==> src/rtl/mulberry_rr_sched.sv <==
// Round-robin request scheduler for the mulberry bus: grants at most one slave-eligible
// master per cycle and caps the in-flight requests per slave.
module mulberry_rr_sched #(
  parameter int N_MST      = 2,
  parameter int N_SLV      = 3,
  parameter int SID_W      = 2,
  parameter int MID_W      = 2,
  parameter int DATA_W     = 32,
  parameter int MAX_OUTSTD = 2
) (
  input  logic                    clk_ir,
  input  logic                    rst_il,
  input  logic [N_MST*SID_W-1:0]  mst_sid_i,
  input  logic [N_MST*DATA_W-1:0] mst_data_i,
  output logic [N_MST-1:0]        mst_gnt_o,
  input  logic [N_SLV-1:0]        slv_busy_i,
  output logic [N_SLV*MID_W-1:0]  slv_req_mid_o,
  output logic [DATA_W-1:0]       slv_req_data_o,
  input  logic [N_SLV-1:0]        slv_rsp_vld_i,
  output logic                    err_sid_o,
  output logic                    err_rsp_o
);

  localparam int CNT_W = $clog2(MAX_OUTSTD + 1);
  localparam int PTR_W = (N_MST > 1) ? $clog2(N_MST) : 1;
  localparam logic [CNT_W-1:0] CNT_MAX = CNT_W'(MAX_OUTSTD);

  logic [N_MST-1:0]       gnt_q, gnt_d;
  logic [PTR_W-1:0]       ptr_q, ptr_d;
  logic [N_SLV*MID_W-1:0] mid_q, mid_d;
  logic [DATA_W-1:0]      data_q, data_d;
  logic [CNT_W-1:0]       outstd_q [N_SLV];
  logic [CNT_W-1:0]       outstd_d [N_SLV];
  logic                   err_sid_q, err_sid_d;
  logic                   err_rsp_q, err_rsp_d;

  logic [N_MST-1:0] elig, illegal;
  logic [N_SLV-1:0] issue;
  logic [SID_W-1:0] sid, win_sid;
  logic             slv_ok, win_vld;
  int               win, cand;

  always_comb begin
    // NOTE: every combinational output gets a default first so no path can infer a latch.
    elig    = '0;
    illegal = '0;
    sid     = '0;
    slv_ok  = 1'b0;
    for (int m = 0; m < N_MST; m++) begin
      sid    = mst_sid_i[m*SID_W +: SID_W];
      slv_ok = 1'b0;
      for (int s = 0; s < N_SLV; s++) begin
        if (sid == SID_W'(s + 1)) slv_ok = !slv_busy_i[s] && (outstd_q[s] < CNT_MAX);
      end
      // A master granted last cycle still shows its old request, so it sits out one cycle.
      elig[m]    = slv_ok && !gnt_q[m];
      illegal[m] = (sid != '0) && (int'(sid) > N_SLV);
    end
  end

  always_comb begin
    win_vld = 1'b0;
    win     = 0;
    cand    = 0;
    for (int k = 0; k < N_MST; k++) begin
      cand = int'(ptr_q) + k;
      if (cand >= N_MST) cand = cand - N_MST;
      if (!win_vld && elig[cand]) begin
        win_vld = 1'b1;
        win     = cand;
      end
    end

    gnt_d   = '0;
    mid_d   = '0;
    data_d  = data_q;
    ptr_d   = ptr_q;
    issue   = '0;
    win_sid = '0;
    if (win_vld) begin
      win_sid    = mst_sid_i[win*SID_W +: SID_W];
      gnt_d[win] = 1'b1;
      data_d     = mst_data_i[win*DATA_W +: DATA_W];
      ptr_d      = (win == N_MST - 1) ? '0 : PTR_W'(win + 1);
      for (int s = 0; s < N_SLV; s++) begin
        if (win_sid == SID_W'(s + 1)) begin
          issue[s]                = 1'b1;
          mid_d[s*MID_W +: MID_W] = MID_W'(win + 1);
        end
      end
    end
  end

  always_comb begin
    err_sid_d = err_sid_q | (|illegal);
    err_rsp_d = err_rsp_q;
    for (int s = 0; s < N_SLV; s++) begin
      outstd_d[s] = outstd_q[s];
      if (issue[s] && !slv_rsp_vld_i[s]) begin
        outstd_d[s] = outstd_q[s] + CNT_W'(1);
      end else if (!issue[s] && slv_rsp_vld_i[s]) begin
        if (outstd_q[s] == '0) err_rsp_d = 1'b1;
        else                   outstd_d[s] = outstd_q[s] - CNT_W'(1);
      end
    end
  end

  // NOTE: state registers use non-blocking assignments so every flop samples pre-edge values.
  always_ff @(posedge clk_ir or negedge rst_il) begin
    if (!rst_il) begin
      gnt_q     <= '0;
      ptr_q     <= '0;
      mid_q     <= '0;
      data_q    <= '0;
      err_sid_q <= 1'b0;
      err_rsp_q <= 1'b0;
      // NOTE: the counter array is reset deliberately; stale counts would block or mis-flag slaves.
      for (int s = 0; s < N_SLV; s++) outstd_q[s] <= '0;
    end else begin
      gnt_q     <= gnt_d;
      ptr_q     <= ptr_d;
      mid_q     <= mid_d;
      data_q    <= data_d;
      err_sid_q <= err_sid_d;
      err_rsp_q <= err_rsp_d;
      for (int s = 0; s < N_SLV; s++) outstd_q[s] <= outstd_d[s];
    end
  end

  assign mst_gnt_o      = gnt_q;
  assign slv_req_mid_o  = mid_q;
  assign slv_req_data_o = data_q;
  assign err_sid_o      = err_sid_q;
  assign err_rsp_o      = err_rsp_q;

endmodule

==> config.mk <==
export PLATFORM = sky130hd
export DESIGN_NAME = mulberry_rr_sched
export DESIGN_NICKNAME = d
export VERILOG_FILES = /design/src/rtl/mulberry_rr_sched.sv
export SDC_FILE = /design/constraint.sdc
export NUM_CORES = 1
export LEC_CHECK = 0
export ABC_AREA = 1
export CAP_MARGIN = 20
export CELL_PAD_IN_SITES_DETAIL_PLACEMENT = 1
export CELL_PAD_IN_SITES_GLOBAL_PLACEMENT = 1
export CORE_ASPECT_RATIO = 0.9
export CORE_MARGIN = 1
export CORE_UTILIZATION = 31
export DETAILED_ROUTE_END_ITERATION = 10
export GPL_TIMING_DRIVEN = 0
export PLACE_DENSITY_LB_ADDON = 0.12
export SLEW_MARGIN = 20
export SYNTH_ARGS = -nofsm -noshare
export SYNTH_HDL_FRONTEND = slang
export SYNTH_SLANG_ARGS = --single-unit
==> constraint.sdc <==
create_clock -name clk_ir -period 3.63 [get_ports clk_ir]
set_clock_uncertainty 0.05 [all_clocks]
set_input_delay 0.5445 -clock clk_ir [delete_from_list [all_inputs] [get_ports clk_ir]]
set_output_delay 0.5445 -clock clk_ir [all_outputs]
set_load 0.02 [all_outputs]
==> results of run 1 <==
[layout make-up]
class,count,share of cell area
Buffer,10,0.02468
Clock buffer,7,0.02184
Clock inverter,1,0.001899
Inverter,54,0.05316
Multi-Input combinational cell,237,0.2703
Sequential cell,48,0.3038
Tap cell,99,0.03133
Timing Repair Buffer,116,0.2930
[registers in the layout, indices dropped and copies added, names as in the netlist]
| name | flops |
|---|---|
| outstd_q | 6 |
| slv_req_data_o | 32 |
| err_rsp_o | 1 |
| ptr_q | 1 |
| mst_gnt_o | 2 |
| slv_req_mid_o | 6 |
[cells by family after synthesis]
logic type / after synthesis
XOR/XNOR: 4
AO/OA/AOI/OAI: 14
AND/OR/NAND/NOR: 212
adder cells (fa/ha/maj): 6
flip-flops: 48
buffers and inverters: 64
other: 1
[worst max-delay path, cell delays in order]
cell	delay (ns)
clkdlybuf4s50_1	0.56
inv_1	0.10
o21ai_2	0.07
nand3_2	0.11
nor2_4	0.25
nand2_4	0.13
nand2_1	0.10
nand2_1	0.09
nand2_1	0.11
nor2_1	0.08
ha_1	0.33
nor3_1	0.30
o22ai_1	0.11
a21oi_1	0.12
[how the worst max path moves through the flow]
stage          slack (ns)     startpoint           endpoint  depth (start not counted)
2_1_floorplan        1.36  slv_busy_i[2]        outstd_q[1]                         14
3_3_place_gp         0.41         rst_il  slv_req_data_o[3]                          1
3_5_place_dp         0.49   mst_sid_i[2]        outstd_q[5]                         14
4_1_cts              0.79   mst_sid_i[2]        outstd_q[5]                         14
5_1_grt              0.61   mst_sid_i[0]        outstd_q[5]                         15
6_report             0.80   mst_sid_i[2]        outstd_q[5]                         14
[through the flow]
step / util / hold slack, ns / instance area [sq um] / power (W) / setup WS (ns)
finish: 0.4901 / 0.1980 / 3954 / 0.002485 / 0.8010
detailed placement: 0.4784 / 0.4634 / 3860 / 0.002176 / 0.4860
global placement: 0.4788 / 0.4305 / 3862 / 0.002134 / 0.4125
global route: 0.4901 / 0.2429 / 3954 / 0.002687 / 0.6084
CTS: 0.4901 / 0.2334 / 3954 / 0.002529 / 0.7870
floorplan: - / 0.1989 / 2577 / 0.001567 / 1.359
[cells in the final DEF, fill, tap and decap left out, types with 2 or more instances in the layout]
master           synthesis  layout
o21ai_0                  2       2
clkbuf_8                 0       6
o22ai_1                  2       2
xor2_1                   4       4
dfrtp_1                 48      48
buf_6                    6       6
nand3_1                  8       8
nand3_2                  2       2
ha_1                     6       6
nand2_1                181     181
clkdlybuf4s50_1          0     115
nor2_8                   2       2
buf_4                    4       5
nor2_1                  13      13
a21oi_1                  6       6
inv_1                   53      53
nor3_1                   2       2
[where the power goes]
group	switching, W	internal [W]
Clock	0.000185	0.000155
Combinational	0.000716	0.000592
Sequential	0.000108	0.000729
[cells in the mapped netlist (4+ instances only)]
| library cell | instances | share of area |
|---|---|---|
| buf_4 | 4 | 0.012 |
| inv_1 | 53 | 0.077 |
| nand3_1 | 8 | 0.016 |
| dfrtp_1 | 48 | 0.47 |
| a21oi_1 | 6 | 0.012 |
| ha_1 | 6 | 0.029 |
| nor2_1 | 13 | 0.019 |
| buf_6 | 6 | 0.026 |
| xor2_1 | 4 | 0.014 |
| nand2_1 | 181 | 0.26 |
[routing by layer]
layer | up-vias | global-route usage
li1 | 1263 | -
met1 | 1162 | 0.2112
met2 | 74 | 0.2951
met3 | 6 | 0.05924
met4 | 0 | 0.04683
met5 | - | 0
==> metrics.md, run 1 <==
| Metric | Value |
|---|---|
| Clock Latency Late Sink | 0.30 ns |
| Leakage dissipation | 2.058 nW |
| Fin cells | 572 |
| Final estimated routing congestion in global placement | 0.7369 |
| Vias in the first global route | 2548 |
| Root Driver | clkbuf_8 |
| Synth Area in Simple Gates | 0.3388 |
| IO Pins | 118 |
| Register area share after synthesis | 0.4660 |
| Status | finished with violations |
| Yosys warns | 0 |
| Placed cell count | 564 |
| Port buffer count | 116 |
| CTS Buffer Depth | 2 |
| Ratio of total power to cell area | 628.6 mW/mm^2 |
| Largest net degree at the start of global routing | 49 |
| Syn-to-layout area delta | 53.40% |
| Data arrival time of the worst path | 3.00 ns |
| Register area | 0.001201 sq mm |
| Die W | 98.12 um |
| Synthesized area | 0.002577 sq mm |
| XOR/XNOR share of the synthesized area | 0.01359 |
| Number of synthesized flops with an enable pin | 0 |
| Synth Instances | 349 |
| #FFs+latches synth | 48 |
| Final nets | 554 |
| Routed vias | 2505 |
| Initial antenna violation count | 0 |
| Crit start category | input pin |
| RSZ-0062 raised after global routing | no |
| Dpl hpwl | 5550 um |
| Die area | 0.008684 sq mm |
| R2r startpoint | outstd_q[5] |
| Max Used Layer | met4 |
| GRT overflow | 0 |
| H-tree depth | 2 |
| Avg Cell Area, Syn | 7.385 sq um |
| # fillers | 1029 |
| Routed wl met3 | 634 um |
| Violated checks | design-rule violations |
| Resized cells post-CTS | 0 |
| Max VDD drop | 0.0002485 V |
| Critical Path Sink Type | register |
| Largest family of logic cells by synthesized area | simple AND/OR/NAND/NOR gates |
| Routed wire per std cell | 12.62 um |
| Crit-path max FO | 7 |
| Share of cells above drive strength 1 | 0.05920 |
| Critical path required time | 3.80 ns |
| Slew HR | 0.5813 |
| Post-route minimum period | 2.829 ns |
| # setup viols final | 0 |
| DRC errors left | 6 |
| Compound-Gate Fraction of Synth Area | 0.03155 |
| Site Rows | 31 |
| R2r worst-path depth | 12 |
| Final Max Slew Viols | 0 |
| First-pass GRT wire length | 11780 um |
| R2R Setup Slk | 1.08 ns |
| Metal1 wirelength | 3044 um |
| Cts hold-fix bufs | 0 |
| CTS clk-pin slew, worst paths | 0.09 ns |
| Final period util | 0.7793 |
| Setup TNS | 0 ns |
| Max Fclk | 353.5 MHz |
| Adder-cell share of the synthesized area | 0.02913 |
| Post-route ant nets | 0 |
| Multi-input logic area | 0.001069 sq mm |
| Total Wirelength | 7220 um |
| Netlist cell types | 25 |
| Critical path class | in -> reg |
| Slew @ Worst Pin | 0.6280 ns |
| Post-CTS Setup Inserts | 0 |
| DRT Pass-1 Iters | 7 |
| DRT iter0 DRCs | 51 |
| Met2 WL | 3458 um |
| Antenna Cells | 0 |
| Final hold violations | 0 |
| TritonCTS clock tree | yes |
| CTS sink cnt | 48 |
| Die Y | 88.51 um |
| Tot GR Track Use | 0.1732 |
| Initial Util | 0.3195 |
| Core area | 0.008068 sq mm |
| TritonCTS buffer count | 5 |
| Ys flop type | dfrtp_1 |
| HP Class | in -> async |
| Vias per inst | 4.379 |
| Ys async rst share | 1.000 |
| Maxcap violations | 0 |
| R2R Path End | outstd_q[5] |
| Mux cell area share after synthesis | 0 |
| Syn_nets | 431 |
(Power assumes the default switching activity.)
==> inputs of run 2 (changes only) <==
--- a/config.mk
+++ b/config.mk
@@ -11,7 +11,7 @@
 export CELL_PAD_IN_SITES_GLOBAL_PLACEMENT = 1
 export CORE_ASPECT_RATIO = 0.9
 export CORE_MARGIN = 1
-export CORE_UTILIZATION = 31
+export CORE_UTILIZATION = 26
 export DETAILED_ROUTE_END_ITERATION = 10
 export GPL_TIMING_DRIVEN = 0
 export PLACE_DENSITY_LB_ADDON = 0.12
==> constraint.sdc (replaced) <==
create_clock -name clk_ir -period 2.6 [get_ports clk_ir]
set_clock_uncertainty 0.05 [all_clocks]
set_input_delay 0.39 -clock clk_ir [delete_from_list [all_inputs] [get_ports clk_ir]]
set_output_delay 0.39 -clock clk_ir [all_outputs]
set_load 0.02 [all_outputs]
==> run 2 against run 1 <==
Against the previous run:
- the run now ends clean
- design area rose by 3.2%
- final cell count grew 5.4%
- first-iteration DRC count is 22% higher
- register-to-register slack lost 0.83 ns
- global-route usage decreased by 2.2 points
- non-clock buffer count up 5
- combinational power grew 44%
==> metrics.md, run 2 (synthesis gave the netlist of run 1 again) <==
| Metric | Value |
|---|---|
| Final Max Slew Viols | 0 |
| IO Pins | 118 |
| Clock Latency Late Sink | 0.30 ns |
| Critical path required time | 2.74 ns |
| TritonCTS buffer count | 5 |
| HP Class | in -> async |
| CP most frequent cell | nand2_1 |
| Final core occ | 0.4224 |
| Initial antenna violation count | 0 |
| Final period util | 0.9417 |
| Tot GR Track Use | 0.1514 |
| Final nets | 559 |
| Crit-path slowest cell | clkdlybuf4s50_1 |
| Port buffer count | 116 |
| Largest net degree at the start of global routing | 49 |
| Die area | 0.01032 sq mm |
| Commonest non-fill, non-tap cells in the layout | 180 x nand2_1, 112 x clkdlybuf4s50_1, 53 x inv_1 |
| Max Fclk | 408.4 MHz |
| Post-place setup slack | -0.3096 ns |
| Status | completed |
| # fillers | 1198 |
| Largest register FFs | 32 |
| Flop pwr share | 0.332 |
| Max Used Layer | met4 |
| Dpl hpwl | 5568 um |
| Sw power | 0.001417 W |
| Routed wire per std cell | 12.28 um |
| Post-route minimum period | 2.449 ns |
| CP peak stage delay | 0.41 ns |
| TritonCTS clock tree | yes |
| CTS sink cnt | 48 |
| Ratio of total power to cell area | 867.7 mW/mm^2 |
| Crit-path max FO | 7 |
| Final Worst Setup Slack | 0.1515 ns |
| Crit path buf inv count | 2 |
| Syn-to-layout area delta | 58.25% |
| Critical path class | in -> reg |
| H-tree depth | 2 |
| Maxcap violations | 0 |
| Antenna Cells | 0 |
| Commonest non-fill, non-tap cell in the layout | nand2_1 |
| Cell Chain, Critical Path | clkdlybuf4s50_1 -> nor2_1 -> a21oi_1 -> nor2_4 -> nand3_1 -> nand2_1 -> nand2_1 -> nor2_2 -> ha_1 -> inv_1 -> a31o_2 -> a31oi_1 -> nand2_1 |
| RSZ-0062 raised after global routing | no |
| CP startpoint | slv_busy_i[0] |
| CTS Buffer Depth | 2 |
| Critical Path Sink Type | register |
| Root Driver | clkbuf_8 |
| Total Wirelength | 7406 um |
| Crit start category | input pin |
| Die Y | 96.46 um |
| DRT iter0 DRCs | 62 |
| Die W | 107.0 um |
| Slew @ Worst Pin | 0.6527 ns |
| Max VDD drop | 0.0003086 V |
| Routed wl met3 | 461 um |
| Switching part of the total | 0.4004 |
| Metal1 wirelength | 3307 um |
| Combinational power share | 0.531 |
| Final Total Pwr | 0.003539 W |
| # setup viols final | 0 |
| Met2 WL | 3578 um |
| DRC errors left | 0 |
| DRT Pass-1 Iters | 4 |
| Clock share of power | 0.137 |
| Site Rows | 34 |
| Final estimated routing congestion in global placement | 0.7260 |
| Core area | 0.009657 sq mm |
| Leakage dissipation | 2.122 nW |
| Post-route ant nets | 0 |
| First-pass GRT wire length | 12000 um |
| CTS clk-pin slew, worst paths | 0.09 ns |
| GRT overflow | 0 |
| Data arrival time of the worst path | 2.59 ns |
| Internal | 0.002122 W |
| Vias per inst | 4.101 |
| CP delay by family, top | simple AND/OR/NAND/NOR gates |
| Slew HR | 0.5649 |
| Cts hold-fix bufs | 0 |
| Initial Util | 0.2669 |
| Final hold violations | 0 |
| Vias in the first global route | 2468 |
| Routed vias | 2473 |
| R2r startpoint | outstd_q[5] |
| Share of cells above drive strength 1 | 0.08176 |
| Hold Slack | 0.06317 ns |
-- run 2: worst register-to-register path: cells and delay by family, from the launching register on --
family | cells | cell delay (ns)
compound gates | 3 | 0.51
buf+inv | 1 | 0.08
fa+ha+maj | 1 | 0.16
flops | 1 | 0.42
simple gates | 7 | 1.04
-- run 2: timing repair --
| action | in CTS | in global routing |
|---|---|---|
| buffers inserted | 0 | 5 |
| endpoints found under the setup margin | 0 | 4 |
| resized for setup | 0 | 11 |
-- run 2: per-layer routing --
layer  track usage  up-vias
li1              -     1273
met1        0.1928     1131
met2        0.2565       64
met3       0.04225        5
met4       0.03425        0
met5             0        -
-- run 2: layout make-up --
cell class	instances	area, sq um	area share
buffer	10	101.3	0.02485
tap	126	157.7	0.03865
timing repair buffer	121	1216	0.2982
clock buffer	7	96.34	0.02362
sequential	48	1201	0.2945
multi-input combinational	237	1096	0.2687
inverter	54	210.2	0.05153
-- run 2: path summary, 6_finish.rpt --
path	endpoint	slack [ns]	cells after the start
min in group clk_ir	slv_req_mid_o[5]	0.38	3
min reg2reg	outstd_q[0]	0.45	1
min	slv_req_data_o[0]	0.06	1
max reg2reg	err_rsp_o	0.25	12
max	err_rsp_o	0.15	13
max in group asynchronous	slv_req_data_o[14]	2.00	1
-- run 2: stage by stage --
stage	cells	TNS, ns	cell area (sq um)
after global routing	603	0	4079
after detailed placement	591	-1.330	3894
after floorplan	349	0	2577
after global placement	591	-25.97	3896
after CTS	598	0	3990
final	603	0	4079
-- run 2: power groups by stage --
| stage | logic (W) | clock network, W | registers [W] |
|---|---|---|---|
| 3_3_place_gp | 0.00182 | 0 | 0.00118 |
| 4_1_cts | 0.00186 | 0.000513 | 0.00118 |
| 3_5_place_dp | 0.00185 | 0 | 0.00119 |
| 5_1_grt | 0.00210 | 0.000543 | 0.00121 |
| 2_1_floorplan | 0.000711 | 0 | 0.00148 |
| 6_report | 0.00188 | 0.000486 | 0.00117 |
==> RTL change, RTL diff (settings of run 1) <==
Reset style: synchronous (`rst_il`), changed in one clocked block.
--- a/src/rtl/mulberry_rr_sched.sv
+++ b/src/rtl/mulberry_rr_sched.sv
@@ -106,7 +106,7 @@
   end
 
   // NOTE: state registers use non-blocking assignments so every flop samples pre-edge values.
-  always_ff @(posedge clk_ir or negedge rst_il) begin
+  always_ff @(posedge clk_ir) begin
     if (!rst_il) begin
       gnt_q     <= '0;
       ptr_q     <= '0;
Check against the original RTL: differs if rst_il is asserted again (counterexample within 4 cycles, from zero or initial values and one cycle with rst_il low); with rst_il held inactive, the same outputs for 4 cycles.
==> RTL change against run 1 <==
  * Synthesized area is 2.1% lower
  * Non-clock buffer count grew 8
  * Wire length grew 12%
  * Highest routed layer unchanged
  * Critical path depth up 2
  * Design area decreased by 1.1%
  * Worst setup slack worse by 0.15 ns
  * Sequential cell count did not move
Power is not compared: it rests on default switching activity, and its combinational part moved more than twofold at a synthesized area within 25%.
==> RTL change: results (changes against run 1) <==
[critical_path]
reg2reg_from = outstd_q[0][5]
crit_fanout = 10  ; +3
r2r_slack_ns = 0.94  ; -0.14 ns
timing.rr.end = outstd_q[0][5]
arrival_ns = 3.12  ; +0.12 ns
r2r_cells = 15  ; +3

[synthesis]
yosysTopAreaCellShare_pct = 38.10  ; -8.5 points
syn_nets = 455  ; +5.6%
yosysSeqAreaShare_pct = 38.10  ; -8.5 points
synth-main-ff-cell = dfxtp_1
synth_xor_area_share_pct = 0.3472  ; -1.0 points
yosys-top-cells-area = dfxtp_1 (38%), nand2_1 (19%), nand3b_1 (9.8%), nand3_1 (8.3%), inv_1 (8.2%)
async_flop_share_pct = 0  ; -100 points
syn_area_per_cell_sq_um = 6.763  ; -8.4%
synthAdderAreaFrac_pct = 2.976  ; +0.064 points
synth_compound_area_share_pct = 3.770  ; +0.61 points
yosys-top-cells-count = nand2_1 (125), inv_1 (55), dfxtp_1 (48)

[placement]
dp_cells = 585  ; +3.7%
preCtsSetupSlack_ns = 0.2863  ; -0.1997 ns
hpwl_microns = 6204  ; +12%
gp_congestion = 0.8150  ; +11%

[global_route]
met1_usage_pct = 25.18  ; +4.1 points
grt_pass1_vias = 2741  ; +7.6%
globalRouteTotalUtil_pct = 19.35  ; +2.0 points
grt_start_max_net_pins = 15  ; -69%
met2_usage_pct = 33.42  ; +3.9 points

[routing]
routed-wl-met2_microns = 3831  ; +11%
totalWireLength_microns = 8119  ; +12%
route.met3.wl_microns = 375  ; -41%
route.detailed.wl_per_inst_microns = 13.69  ; +8.5%
drt-met1-wl_microns = 3852  ; +27%
vias_per_cell = 4.587  ; +4.7%
first_pass_iters = 4  ; -3

[outcome]
status = finished, final reports clean

[timing]
holdWs_ns = 0.4060  ; +0.2080 ns

[worst_hold_path]
hp-class = flop to flop

[final_layout]
layout-drive-gt1-share_pct = 6.439  ; +0.52 points

## RTL change: cell types whose count changed in the layout (fill, tap and decap cells not counted), sizes merged, moves of 5 or more
cell,change
a211oi,+6
dfrtp,-48
dfxtp,+48
inv,+5
nand2,-56
nand3,+33
nand3b,+33
## RTL change: cell type report
type / instances / area [sq um]
inverters: 59 / 221.5
well taps: 96 / 120.1
repair buffers: 116 / 1161
plain buffers: 18 / 110.1
flip-flops and latches: 48 / 960.9
multi-input cells: 248 / 1230
fillers: 985 / 3784
clock buffers: 6 / 72.57
clock inverters: 2 / 35.03
## RTL change: critical path: stages
cell and delay, ns:
clkdlybuf4s50_1 0.40, nor2_1 0.18, nor2_1 0.07, nor2_1 0.16, nand3_2 0.27, nand2_2 0.15
buf_6 0.15, nand2_1 0.05, nand2_1 0.12, nand2_1 0.12, nor2_1 0.13, ha_1 0.25
inv_1 0.10, nand3_1 0.10, a211oi_1 0.25, a211oi_1 0.06
## RTL change: power by group
part	switching, mW	leakage, nW	internal [mW]	total [mW]
logic	0.291	1.42	0.253	0.544
registers	0.0304	0.395	0.587	0.617
clock network	0.189	0.0552	0.205	0.394
## RTL change: worst max path at each step
| stage | from | to | slack (ns) | cells past startpoint |
|---|---|---|---|---|
| final | slv_busy_i[2] | outstd_q[0][5] | 0.65 | 16 |
| after global routing | mst_sid_i[2] | outstd_q[0][5] | 0.40 | 17 |
| after CTS | slv_busy_i[2] | outstd_q[0][5] | 0.62 | 16 |
| after detailed placement | mst_sid_i[2] | outstd_q[0][5] | 0.29 | 17 |
| after global placement | mst_sid_i[2] | outstd_q[0][5] | 0.38 | 17 |
| after floorplan | slv_busy_i[2] | outstd_q[0][5] | 1.15 | 17 |
